## config.mk

```make
export PLATFORM = sky130hd
export DESIGN_NAME = seq_magnitude_comparator
export DESIGN_NICKNAME = d
export VERILOG_FILES = /design/src/rtl/cmp_pkg.sv /design/src/rtl/cmp2_slice.sv /design/src/rtl/seq_magnitude_comparator.sv
export SDC_FILE = /design/constraint.sdc
export NUM_CORES = 1
export LEC_CHECK = 0
export BUFFER_PORTS_ARGS = -buffer_cell sky130_fd_sc_hd__buf_2
export CORE_ASPECT_RATIO = 1.75
export CORE_MARGIN = 2
export CORE_UTILIZATION = 43
export CTS_BUF_LIST = sky130_fd_sc_hd__clkbuf_8
export CTS_CLUSTER_SIZE = 12
export DETAILED_ROUTE_END_ITERATION = 10
export HOLD_SLACK_MARGIN = 0.02
export PLACE_DENSITY = 0.65
export SLEW_MARGIN = 10
export SYNTH_ARGS = -nofsm -noshare
export SYNTH_HDL_FRONTEND = slang
export SYNTH_SLANG_ARGS = --single-unit
export TNS_END_PERCENT = 10
```

## constraint.sdc

```tcl
create_clock -name clk -period 2.99 [get_ports clk]
set_input_delay 0.4485 -clock clk [delete_from_list [all_inputs] [get_ports clk]]
set_output_delay 0.4485 -clock clk [all_outputs]
set_load 0.02 [all_outputs]
```

## src/rtl/cmp_pkg.sv

```systemverilog
// Shared types for the digit-serial magnitude comparator.
// State encoding, digit width and the {eq,gt,lt} result bundle.
package cmp_pkg;

  localparam int DIGIT_W = 2;

  typedef enum logic [1:0] {
    S_IDLE    = 2'd0,
    S_COMPARE = 2'd1,
    S_DONE    = 2'd2
  } cmp_state_e;

  typedef struct packed {
    logic eq;
    logic gt;
    logic lt;
  } cmp_res_t;

  function automatic int idx_width(input int d);
    return (d > 1) ? $clog2(d) : 1;
  endfunction

endpackage

```

## src/rtl/cmp2_slice.sv

```systemverilog
// Combinational 2-bit digit compare shared by every step of the scan.
// Exactly one of E/G/L is high for any input pair.
module cmp2_slice
  import cmp_pkg::*;
(
  input  logic [DIGIT_W-1:0] ad,
  input  logic [DIGIT_W-1:0] bd,
  output logic               E,
  output logic               G,
  output logic               L
);

  assign E = (ad == bd);
  assign G = (ad > bd);
  assign L = (ad < bd);

endmodule

```

## src/rtl/seq_magnitude_comparator.sv

```systemverilog
// Unsigned WIDTH-bit compare walked MSB digit first, one digit per clock.
// One cmp2_slice is time-shared; FSM, operands and sticky flags live here.
module seq_magnitude_comparator
  import cmp_pkg::*;
#(
  parameter int WIDTH      = 8,
  parameter bit EARLY_EXIT = 1'b1
) (
  input  logic             clk,
  input  logic             rst,
  input  logic             start,
  input  logic [WIDTH-1:0] a,
  input  logic [WIDTH-1:0] b,
  output logic             busy,
  output logic             done,
  output logic             eq,
  output logic             gt,
  output logic             lt
);

  localparam int D     = WIDTH / DIGIT_W;
  localparam int IDX_W = idx_width(D);
  localparam logic [IDX_W-1:0] IDX_TOP = IDX_W'(D - 1);

  cmp_state_e state_q, state_d;
  cmp_res_t   res_q, res_d;

  logic [WIDTH-1:0] a_q, b_q;
  logic [IDX_W-1:0] idx_q;
  logic             stk_vld_q, stk_gt_q, stk_lt_q;
  logic             accept, step;

  logic [DIGIT_W-1:0] ad, bd;
  logic               se, sg, sl;

  assign ad = a_q[{idx_q, 1'b0} +: DIGIT_W];
  assign bd = b_q[{idx_q, 1'b0} +: DIGIT_W];

  cmp2_slice u_slice (
    .ad (ad),
    .bd (bd),
    .E  (se),
    .G  (sg),
    .L  (sl)
  );

  always_comb begin
    state_d = state_q;
    res_d   = res_q;
    accept  = 1'b0;
    step    = 1'b0;
    unique case (state_q)
      S_IDLE: begin
        if (start) begin
          accept  = 1'b1;
          state_d = S_COMPARE;
        end
      end
      S_COMPARE: begin
        if (!se && EARLY_EXIT) begin
          state_d = S_DONE;
          res_d   = cmp_res_t'{eq: 1'b0, gt: sg, lt: sl};
        end else if (idx_q == '0) begin
          state_d = S_DONE;
          // MSB-side difference already captured must win
          if (stk_vld_q)
            res_d = cmp_res_t'{eq: 1'b0, gt: stk_gt_q, lt: stk_lt_q};
          else if (!se)
            res_d = cmp_res_t'{eq: 1'b0, gt: sg, lt: sl};
          else
            res_d = cmp_res_t'{eq: 1'b1, gt: 1'b0, lt: 1'b0};
        end else begin
          step = 1'b1;
        end
      end
      S_DONE: begin
        if (start) begin
          accept  = 1'b1;
          state_d = S_COMPARE;
        end else begin
          state_d = S_IDLE;
        end
      end
      default: state_d = S_IDLE;
    endcase
    if (accept)
      res_d = '0;
  end

  always_ff @(posedge clk) begin
    if (rst) begin
      state_q   <= S_IDLE;
      res_q     <= '0;
      a_q       <= '0;
      b_q       <= '0;
      idx_q     <= '0;
      stk_vld_q <= 1'b0;
      stk_gt_q  <= 1'b0;
      stk_lt_q  <= 1'b0;
    end else begin
      state_q <= state_d;
      res_q   <= res_d;
      if (accept) begin
        a_q       <= a;
        b_q       <= b;
        idx_q     <= IDX_TOP;
        stk_vld_q <= 1'b0;
        stk_gt_q  <= 1'b0;
        stk_lt_q  <= 1'b0;
      end else if (state_q == S_COMPARE) begin
        if (step)
          idx_q <= idx_q - IDX_W'(1);
        if (!se && !stk_vld_q) begin
          stk_vld_q <= 1'b1;
          stk_gt_q  <= sg;
          stk_lt_q  <= sl;
        end
      end
    end
  end

  assign busy = (state_q == S_COMPARE);
  assign done = (state_q == S_DONE);
  assign eq   = res_q.eq;
  assign gt   = res_q.gt;
  assign lt   = res_q.lt;

endmodule

```

# Yosys cells after proc, flatten, opt, wreduce, memory -nomap -nowiden
# Index checks and enable logic that the tools add are counted.
classes:
  n_reduce_logical: 13
  eq_ne: 6
  order_cmp: 2
  addsub: 1
  mux: 16
  n_shift: 2
ops:
  columns: ["op", "count"]
  rows:
  - ["$shiftx 8x4->2", 2]
  - ["$mux 2", 6]
  - ["$mux 3", 3]
  - ["$reduce_and 2->1", 4]
  - ["$mux 1", 6]
  - ["$pmux 2 s3", 1]
  - ["$logic_not 2->1", 2]
  - ["$reduce_bool 2->1", 2]
  - ["$reduce_or 2->1", 2]
  - ["$ne 3x2->1 const B", 1]
  - ["$eq 2x1->1 const B", 1]
  - ["$eq 2x2->1", 1]
  - ["$eq 2x2->1 const B", 1]
  - ["$gt 2x2->1", 1]
  - ["$logic_not 1->1", 2]
  - ["$lt 2x2->1", 1]
  - ["$ne 2x1->1 const B", 1]
  - ["$ne 2x2->1 const B", 1]
  - ["$sub 2x1->2 const B", 1]
  - ["$logic_and 1x1->1", 1]
totals:
  regBits: 26
  elab_cells: 50

# Depth between registers and ports, before layout
# Gate-level depths: netlist of the first run.
depth:
  depth_word: 7
  depth_mapped: 8
  mapped_depth_nobuf: 7

# Cells and area by module
# Synthesis of the first run repeated with hierarchy kept, for this count alone.
unflattened:
  cells_unflattened: 133
  area_unflattened_um2: 1154.9
modules_own_cells:
  columns: ["module", "area_each_um2", "n_inst", "seq_area_each_um2", "cells_each"]
  rows:
  - ["seq_magnitude_comparator", 1092.3, 1, 520.5, 124]
  - ["cmp2_slice", 62.6, 1, 0.0, 9]

# Worst setup path before layout of the first run
# Ideal clock, no wire load.
synth_path:
  kind: "register -> register"
  startpoint: "register idx_q[0]"
  endpoint: "register stk_lt_q"
  arrival_ns: 2.184
  n_path_buf: 1
  setup_slack_ns: 0.691
  stages_incl_launch_ff: 8
  period_less_slack_ns: 2.299
  setup_time_ns: 0.115
  cell_sequence: "dfxtp_1 -> clkbuf_1 -> mux4_2 -> ha_1 -> and2_1 -> or3_4 -> and2_0 -> o21ba_1"
synth_via:
  elab_chain_len: 5
  elab_cells_between_ends: 7
  classes_between: "order compare (1); eq/ne (1); shift (2); reduce/logical (3)"
synth_rtl:
  columns: ["element", "line_no", "text"]
  rows:
  - ["from (decl)", "seq_magnitude_comparator.sv:29", "logic [IDX_W-1:0] idx_q;"]
  - ["from (signal assigned)", "seq_magnitude_comparator.sv:112", "idx_q <= idx_q - IDX_W'(1);"]
  - ["$shiftx 8x4->2 (on tied branches)", "seq_magnitude_comparator.sv:36, seq_magnitude_comparator.sv:37", null]
  - ["$eq 2x2->1", "cmp2_slice.sv:13", "assign E = (ad == bd);"]
  - ["$logic_not 1->1", "seq_magnitude_comparator.sv:113", "if (!se && !stk_vld_q) begin"]
  - ["$logic_and 1x1->1", "seq_magnitude_comparator.sv:113", null]
  - ["$reduce_and 2->1 (no source line)", null, null]
  - ["to (signal assigned)", "seq_magnitude_comparator.sv:116", "stk_lt_q <= sl;"]
  - ["to (decl)", "seq_magnitude_comparator.sv:30", "logic stk_vld_q, stk_gt_q, stk_lt_q;"]
# Parallel ways exist; a longest one is shown, timed or not.
# A chain may end at the register's enable or synchronous reset.

# Final worst setup path of the first run
# Ends and elaborated chain as after synthesis.

==> results of run 1 <==
## worst max-delay path by stage
stage | startpoint | endpoint | slack (ns) | depth (start not counted)
2_1_floorplan | idx_q[0] | stk_lt_q | 0.69 | 7
3_3_place_gp | idx_q[1] | stk_lt_q | 0.75 | 6
3_5_place_dp | idx_q[0] | stk_lt_q | 0.66 | 6
4_1_cts | idx_q[0] | stk_lt_q | 0.64 | 6
5_1_grt | idx_q[0] | gt | 0.55 | 7
6_report | idx_q[0] | stk_lt_q | 0.64 | 6
## state kept, by name (all words and copies together) (netlist names)
register / flops
a_q: 8
b_q: 8
eq: 1
gt: 1
idx_q: 2
lt: 1
state_q: 2
stk_gt_q: 1
stk_lt_q: 1
stk_vld_q: 1
## power groups by stage
stage	clock network (mW)	registers (mW)	logic, mW
floorplan	0	0.388	0.117
global route	0.243	0.393	0.163
detailed placement	0	0.397	0.144
global placement	0	0.396	0.141
CTS	0.231	0.389	0.145
finish	0.223	0.389	0.144
## through the flow
stage               hold slack [ns]  utilization  instances  cell area [sq um]
floorplan                     0.433            -        131               1140
global placement              0.439        0.506        173               1260
detailed placement            0.447        0.506        173               1260
CTS                           0.399        0.528        177               1320
global route                  0.406        0.528        177               1320
finish                        0.407        0.528        177               1320
## layer usage
metal  global-route usage  up-vias  part of all wire
li1                     -      480                 -
met4               0.0903        0             0.022
met3               0.0299        6             0.033
met2                0.311       23              0.55
met5                    0        -                 0
met1                0.166      441              0.40
## critical path: cells and delay by family, from the launching register on
family                   cells  cell delay [ns]
AO/OA/AOI/OAI                1             0.18
flip-flops                   1             0.50
AND/OR/NAND/NOR              3             0.71
adder cells (fa/ha/maj)      1             0.31
multiplexers                 1             0.54
## Yosys cell counts
cell type / n / share of area
nand2_1: 35 / 0.12
dfxtp_1: 26 / 0.46
a21oi_1: 21 / 0.092
buf_2: 4 / 0.018
clkbuf_1: 4 / 0.013
inv_1: 4 / 0.013
mux4_2: 4 / 0.079
nor2_1: 4 / 0.013
nor2b_1: 4 / 0.022
nor3_1: 4 / 0.018
ha_1: 3 / 0.033
nand2b_1: 3 / 0.016
a211oi_1: 2 / 0.013
nor3_2: 2 / 0.018
a311oi_1: 1 / 0.0077
and2_0: 1 / 0.0055
and2_1: 1 / 0.0055
and2b_1: 1 / 0.0066
inv_2: 1 / 0.0033
nand2b_4: 1 / 0.012
nand4b_1: 1 / 0.0077
o21ai_2: 1 / 0.0077
o21ba_1: 1 / 0.0088
or3_1: 1 / 0.0055
or3_4: 1 / 0.0099
## area by class of cell
| class | instances | area [sq um] | area share |
|---|---|---|---|
| flip-flops and latches | 26 | 520 | 0.396 |
| multi-input cells | 92 | 566 | 0.430 |
| well taps | 26 | 32.5 | 0.0247 |
| repair buffers | 24 | 123 | 0.0932 |
| clock buffers | 4 | 55.1 | 0.0419 |
| inverters | 5 | 18.8 | 0.0143 |
## logic make-up after synthesis
logic type / synth area share
AOI/OAI and AO/OA: 0.130
adders and majority gates: 0.0329
buffers and inverters: 0.0472
DFF: 0.457
muxes: 0.0790
and+or+nand+nor: 0.255
==> flow_metrics.py, run 1 <==
metrics = {
    "status": {
        "status": "complete, no violations",
    },
    "floorplanning": {
        "core-area_sq_mm": 0.00249,
        "ioPinCount": 24,
        "die_w_um": 42.9,
        "num_rows": 24,
        "initial_utilization": 0.457,
        "die_area_sq_mm": 0.00309,
        "die_h_um": 72.1,
    },
    "cts": {
        "cts.sinks": 26,
        "cts_buffer_depth": 2,
        "clockRootBuffer": "clkbuf_8",
        "clock_latency_ns": 0.27,
        "cts_buffers": 3,
        "cts_setup_buffers": 0,
        "postCtsHoldBufs": 0,
        "h-tree-depth": 1,
        "ctsResizeCount": 0,
        "tritoncts": "yes",
        "clkTransAtPathRegs_ns": 0.08,
    },
    "sta": {
        "worst_pin_slew_ns": 0.591,
        "fin_crit_ns": 2.35,
        "layout_setup_ws_ns": 0.644,
        "slew_headroom": 0.606,
        "fmax_mhz": 426,
        "slew_violations": 0,
        "setup_viol": 0,
        "rsz0062_at_grt": "false",
        "hold_viol_final": 0,
        "fin_tns_setup_ns": 0,
        "min_period_over_period": 0.784,
        "fin_worst_skew_ns": 0.00152,
    },
    "pwr": {
        "switchingPower_uw": 203,
        "power_frac_comb": 0.191,
        "p_leak_nw": 0.549,
        "switching_share": 0.269,
        "power_uw": 756,
        "power_density_mw_per_mm2": 575,
        "clockPowerShare": 0.295,
        "power.internal_uw": 552,
        "power_frac_seq": 0.514,
        "ir_drop_mv": 0.343,
    },
    "setup_path": {
        "cp.arrival_ns": 2.51,
        "critPathSlowestCell": "mux4_2",
        "r2r-start": "idx_q[0]",
        "crit_path_start_kind": "flop",
        "cpPeakStageDelay_ns": 0.54,
        "timing.reg2reg.setup_slack_ns": 0.64,
        "required_ns": 3.15,
        "reg2regPathDepth": 6,
        "path_cells": "mux4_2, ha_1, and2_1, or3_4, and2_0, o21ba_1",
        "critPathCaptureType": "flop",
        "critical_path_class": "reg2reg",
        "crit_fanout": 7,
        "r2r-end": "stk_lt_q",
    },
    "min_path": {
        "min-delay-start": "a[0]",
        "holdPathEnd": "a_q[0]",
        "min_path_type": "in2reg",
        "worstHoldPathCells": 3,
    },
    "grt": {
        "grt_max_degree": 22,
        "grt_pass1_vias": 932,
        "grt-ovfl-total": 0,
        "grt_pass1_wl_um": 3910,
        "antenna_found_initial": 0,
        "grt_usage": 0.166,
    },
    "layout": {
        "fill_cells": 258,
        "layout_common_cells": "nand2_1 (35), dfxtp_1 (26), buf_2 (23)",
        "diodes": 0,
        "layout-drive-gt1-share": 0.252,
        "fin_nets": 174,
        "synthToLayoutAreaGrowth_pct": 15.4,
        "layout_commonest_cell": "nand2_1",
    },
    "run": {
        "maxCapViolCount": 0,
    },
    "synth": {
        "yosysWarnings": 0,
        "synthesis.area_sq_mm": 0.00114,
        "syn_area_per_cell_sq_um": 8.70,
        "yosysSeqAreaShare": 0.457,
        "synth_cell_types": 25,
        "synthCells": 131,
        "synth.net_count": 153,
        "synth-seq-cells": 26,
    },
    "place": {
        "io_buffers": 23,
        "pre_cts_ws_ns": 0.659,
        "dp_hpwl_um": 1720,
        "gp_congestion": 0.853,
    },
    "detailed_routing": {
        "vias": 950,
        "first_iter_violations": 14,
        "drt_drc_violations_left": 0,
        "routed_wl_um": 2280,
        "via_per_inst": 5.37,
        "postRouteAntennaNets": 0,
        "dr.pass1.iters": 4,
        "wl_per_cell_um": 12.9,
    },
}
Note: power is estimated with default switching activity, not from simulation.
==> run 2: changes to the inputs <==
- PLACE_DENSITY: 0.65 -> 0.68
- clock period: 2.99 -> 2.05 ns (I/O delays scaled with it)
==> run 2 against run 1 <==
First-iteration DRC count increased by 130%. Critical endpoint unchanged. Count of clock-buffer cells in the layout unchanged. Non-clock buffer count is 7 higher. Die area is the same. Sequential share of layout area shrank 2.7 points. Global-route usage increased by 1.8 points. The flow now finishes with violations (setup timing). Total power rose by 55%. Register-to-register slack got worse by 0.69 ns. Largest power group unchanged.
==> flow_metrics.py, run 2 (synthesis gave the netlist of run 1 again) <==
metrics = {
    "sta": {
        "worst_pin_slew_ns": 0.688,
        "fin_crit_ns": 2.09,
        "hold_viol_final": 0,
        "min_period_over_period": 1.02,
        "rsz0062_at_grt": "true",
        "slew_violations": 0,
        "fin_tns_setup_ns": -0.0472,
        "layout_setup_ws_ns": -0.0433,
        "fmax_mhz": 478,
        "slew_headroom": 0.541,
        "fin_worst_skew_ns": 0.00688,
        "setup_viol": 2,
    },
    "min_path": {
        "min_path_type": "in2reg",
    },
    "floorplanning": {
        "ioPinCount": 24,
        "num_rows": 24,
        "die_h_um": 72.1,
        "die_w_um": 42.9,
        "initial_utilization": 0.457,
        "die_area_sq_mm": 0.00309,
        "core-area_sq_mm": 0.00249,
    },
    "place": {
        "pre_cts_ws_ns": -0.106,
        "io_buffers": 23,
        "dp_hpwl_um": 1850,
        "gp_congestion": 0.774,
    },
    "cts": {
        "postCtsHoldBufs": 0,
        "clkTransAtPathRegs_ns": 0.09,
        "cts_buffer_depth": 2,
        "cts_setup_buffers": 0,
        "clock_latency_ns": 0.27,
        "tritoncts": "yes",
        "cts_buffers": 3,
        "h-tree-depth": 1,
        "clockRootBuffer": "clkbuf_8",
        "cts.sinks": 26,
    },
    "detailed_routing": {
        "dr.pass1.iters": 4,
        "wl_per_cell_um": 13.2,
        "first_iter_violations": 32,
        "drt_drc_violations_left": 0,
        "routed_wl_um": 2430,
        "postRouteAntennaNets": 0,
        "via_per_inst": 5.37,
        "vias": 988,
    },
    "run": {
        "maxCapViolCount": 0,
    },
    "grt": {
        "grt_pass1_vias": 1023,
        "grt_usage": 0.184,
        "antenna_found_initial": 0,
        "grt-ovfl-total": 0,
        "grt_pass1_wl_um": 4400,
        "grt_max_degree": 22,
    },
    "pwr": {
        "ir_drop_mv": 0.449,
        "p_leak_nw": 0.595,
        "power_density_mw_per_mm2": 824,
    },
    "setup_path": {
        "crit_path_start_kind": "flop",
        "cp.arrival_ns": 2.25,
        "critPathCaptureType": "flop",
        "required_ns": 2.21,
        "cpPeakStageDelay_ns": 0.51,
        "crit_fanout": 4,
        "worst_path_most_repeated_cell": "and2_4",
        "path_cells": "mux4_2, inv_2, ha_4, and2_4, or3_4, and2_4, o21ba_1",
        "critical_path_class": "reg2reg",
        "critPathSlowestCell": "mux4_2",
    },
    "layout": {
        "fin_nets": 181,
        "layout_common_cells": "nand2_1 (34), dfxtp_1 (24), buf_2 (23)",
        "fill_cells": 233,
        "synthToLayoutAreaGrowth_pct": 25.1,
        "utilization": 0.572,
        "diodes": 0,
        "biggestRegsByFlops": "a_q x8, b_q x8",
        "layout-drive-gt1-share": 0.348,
        "layout_commonest_cell": "nand2_1",
    },
    "status": {
        "violations": "setup timing",
        "status": "finished with violations",
    },
}
-- run 2: cell count changes in the layout (fill, tap and decap cells not counted), moves of 2 or more --
cell and change:
buf_4 +7, and2_4 +2, dfxtp_1 -2, ha_1 -2
ha_4 +2, nor3_2 -2, nor3_4 +2
-- run 2: worst max-delay path: cells and delay by family, from the launching register on --
kind	cells	cell delay [ns]
compound gates	1	0.16
simple gates	3	0.65
fa+ha+maj	1	0.21
mux	1	0.51
buf+inv	1	0.09
flops	1	0.38
-- run 2: timing repair --
item,CTS,global route
setup endpoints to repair,5,6
pin swaps,1,1
gates resized for setup,8,2
-- run 2: area by class of cell --
| type | count | area [sq um] | area share |
|---|---|---|---|
| inverter | 5 | 18.8 | 0.0132 |
| sequential | 26 | 526 | 0.368 |
| timing repair buffer | 31 | 175 | 0.123 |
| clock buffer | 4 | 55.1 | 0.0386 |
| multi-input combinational | 92 | 619 | 0.434 |
| tap | 26 | 32.5 | 0.0228 |
-- run 2: path summary, 6_finish.rpt --
kind,to,from,slack (ns),cells after the start
min,a_q[2],a[2],0.27,3
min reg2reg,eq,eq,0.45,2
max reg2reg,stk_lt_q,idx_q[1],-0.04,7
max,stk_lt_q,idx_q[1],-0.04,7
-- run 2: metrics by stage --
stage	area [sq um]	hold WS [ns]	std cells	total power, mW
6_report	1430	0.267	184	1.17
5_1_grt	1430	0.277	184	1.24
4_1_cts	1420	0.265	184	1.18
3_5_place_dp	1340	0.445	180	0.844
3_3_place_gp	1340	0.439	180	0.832
2_1_floorplan	1190	0.433	131	0.763
-- run 2: layer usage --
layer / global-route usage / part of all wire / routed length (um) / vias up
li1: - / - / - / 491
met1: 0.184 / 0.37 / 898 / 465
met2: 0.350 / 0.56 / 1370 / 24
met3: 0.0224 / 0.031 / 75 / 8
met4: 0.104 / 0.035 / 85 / 0
met5: 0 / 0 / 0 / -
-- run 2: power by group --
part	total [mW]	internal [mW]	switching, mW
clock network	0.321	0.171	0.149
logic	0.291	0.142	0.149
registers	0.563	0.540	0.0235
total	1.17	0.853	0.322
==> run 3: changes to the inputs <==
- CORE_UTILIZATION: 43 -> 50
- PLACE_DENSITY: 0.68 -> 0.77
==> run 3 against run 2 <==
The run still ends with setup timing left. Fmax grew 1.2%. Count of clock-buffer cells in the layout is the same. Routed wire length is 5.9% lower. Via count is 1.9% lower. Final cell count shrank 1.1%. First-iteration DRC count fell by 59%. Sequential cell count unchanged. Total power shrank 1.1%. Hold slack better by 0.0073 ns. Sequential power about the same. Critical path type unchanged.
==> flow_metrics.py, run 3 (synthesis gave the netlist of run 1 again) <==
metrics = {
    "cts": {
        "cts_buffer_depth": 2,
        "tritoncts": "yes",
        "postCtsHoldBufs": 0,
        "h-tree-depth": 1,
        "cts.sinks": 26,
        "clkTransAtPathRegs_ns": 0.09,
        "clockRootBuffer": "clkbuf_8",
        "cts_buffers": 3,
        "clock_latency_ns": 0.26,
    },
    "setup_path": {
        "path_buf_inv": 1,
        "required_ns": 2.21,
        "crit_path_start_kind": "flop",
        "cpPeakStageDelay_ns": 0.50,
        "crit_fanout": 4,
        "critPathSlowestCell": "mux4_2",
        "critPathCaptureType": "flop",
        "cp_top_family": "simple AND/OR/NAND/NOR gates",
        "critical_path_class": "reg2reg",
        "path_cells": "mux4_2, inv_2, ha_4, and2_4, or3_4, and2_1, o21ba_1",
        "cp.arrival_ns": 2.23,
    },
    "floorplanning": {
        "initial_utilization": 0.538,
        "core-area_sq_mm": 0.00212,
        "ioPinCount": 24,
        "die_area_sq_mm": 0.00269,
        "num_rows": 22,
        "die_h_um": 67.2,
        "die_w_um": 40.1,
    },
    "detailed_routing": {
        "routed_wl_um": 2290,
        "via_per_inst": 5.32,
        "postRouteAntennaNets": 0,
        "first_iter_violations": 13,
        "vias": 969,
        "drt_drc_violations_left": 0,
        "dr.pass1.iters": 4,
        "wl_per_cell_um": 12.6,
    },
    "grt": {
        "grt_max_degree": 22,
        "grt-ovfl-total": 0,
        "grt_usage": 0.206,
        "antenna_found_initial": 0,
        "grt_pass1_vias": 999,
        "grt_pass1_wl_um": 3910,
    },
    "sta": {
        "rsz0062_at_grt": "true",
        "holdWs_ns": 0.274,
        "layout_setup_ws_ns": -0.0190,
        "min_period_over_period": 1.01,
        "setup_viol": 1,
        "worst_pin_slew_ns": 0.374,
        "slew_violations": 0,
        "hold_viol_final": 0,
        "slew_headroom": 0.751,
        "fin_crit_ns": 2.07,
        "fin_tns_setup_ns": -0.0190,
        "fmax_mhz": 483,
        "fin_worst_skew_ns": 0.00303,
    },
    "pwr": {
        "p_leak_nw": 0.592,
        "ir_drop_mv": 0.528,
        "power_density_mw_per_mm2": 825,
    },
    "layout": {
        "diodes": 0,
        "layout_commonest_cell": "nand2_1",
        "layout-drive-gt1-share": 0.335,
        "fill_cells": 187,
        "utilization": 0.665,
        "biggestRegsByFlops": "a_q x8, b_q x8",
        "fin_cells": 182,
        "fin_nets": 181,
        "layout_common_cells": "nand2_1 (34), dfxtp_1 (24), buf_2 (23)",
        "synthToLayoutAreaGrowth_pct": 23.6,
    },
    "place": {
        "gp_congestion": 0.844,
        "dp_hpwl_um": 1780,
        "io_buffers": 23,
        "pre_cts_ws_ns": -0.0835,
        "dp.cells": 178,
    },
    "min_path": {
        "min_path_type": "in2reg",
    },
    "status": {
        "violations": "setup timing",
        "status": "finished with violations",
    },
    "run": {
        "maxCapViolCount": 0,
    },
}
==> run 3: final timing paths <==
kind | depth (start not counted) | from | slack (ns) | to
hold / removal | 3 | a[2] | 0.27 | a_q[2]
hold reg to reg | 2 | eq | 0.45 | eq
setup reg to reg | 7 | idx_q[1] | -0.02 | stk_lt_q
setup / recovery | 7 | idx_q[1] | -0.02 | stk_lt_q
==> run 3: area by class of cell <==
cell class | instances | area [sq um] | area share
clock buffers | 4 | 55.1 | 0.0391
inverters | 5 | 18.8 | 0.0133
multi-input cells | 92 | 602 | 0.427
flip-flops and latches | 26 | 528 | 0.375
well taps | 24 | 30.0 | 0.0213
repair buffers | 31 | 175 | 0.124
==> run 3: repair_timing <==
| action | in CTS | in global routing |
|---|---|---|
| resized for setup | 5 | 3 |
| pin swaps | 2 | 0 |
| buffers inserted | 0 | 0 |
| setup endpoints to repair | 5 | 5 |
| gates cloned | 0 | 0 |
==> run 3: worst min-delay path, stage by stage <==
cell and delay [ns]:
buf_2 0.09, nand2_1 0.04, a21oi_1 0.05
==> run 3: report_power, final <==
group          switching [mW]  total (mW)  internal [mW]  leakage, nW
clock                   0.148       0.319          0.171       0.0288
sequential             0.0233       0.563          0.540        0.214
combinational           0.140       0.281          0.141        0.349
total                   0.311        1.16          0.851        0.592
==> run 3: stage by stage <==
stage | total power, mW | area [sq um]
finish | 1.16 | 1410
floorplan | 0.763 | 1190
global route | 1.22 | 1410
global placement | 0.829 | 1340
CTS | 1.17 | 1400
detailed placement | 0.844 | 1340
==> run 3: per-layer routing <==
layer,vias up,track usage,share of wire
met5,-,0,0
met2,18,0.401,0.57
li1,492,-,-
met3,4,0.0263,0.033
met1,455,0.196,0.37
met4,0,0.0819,0.021
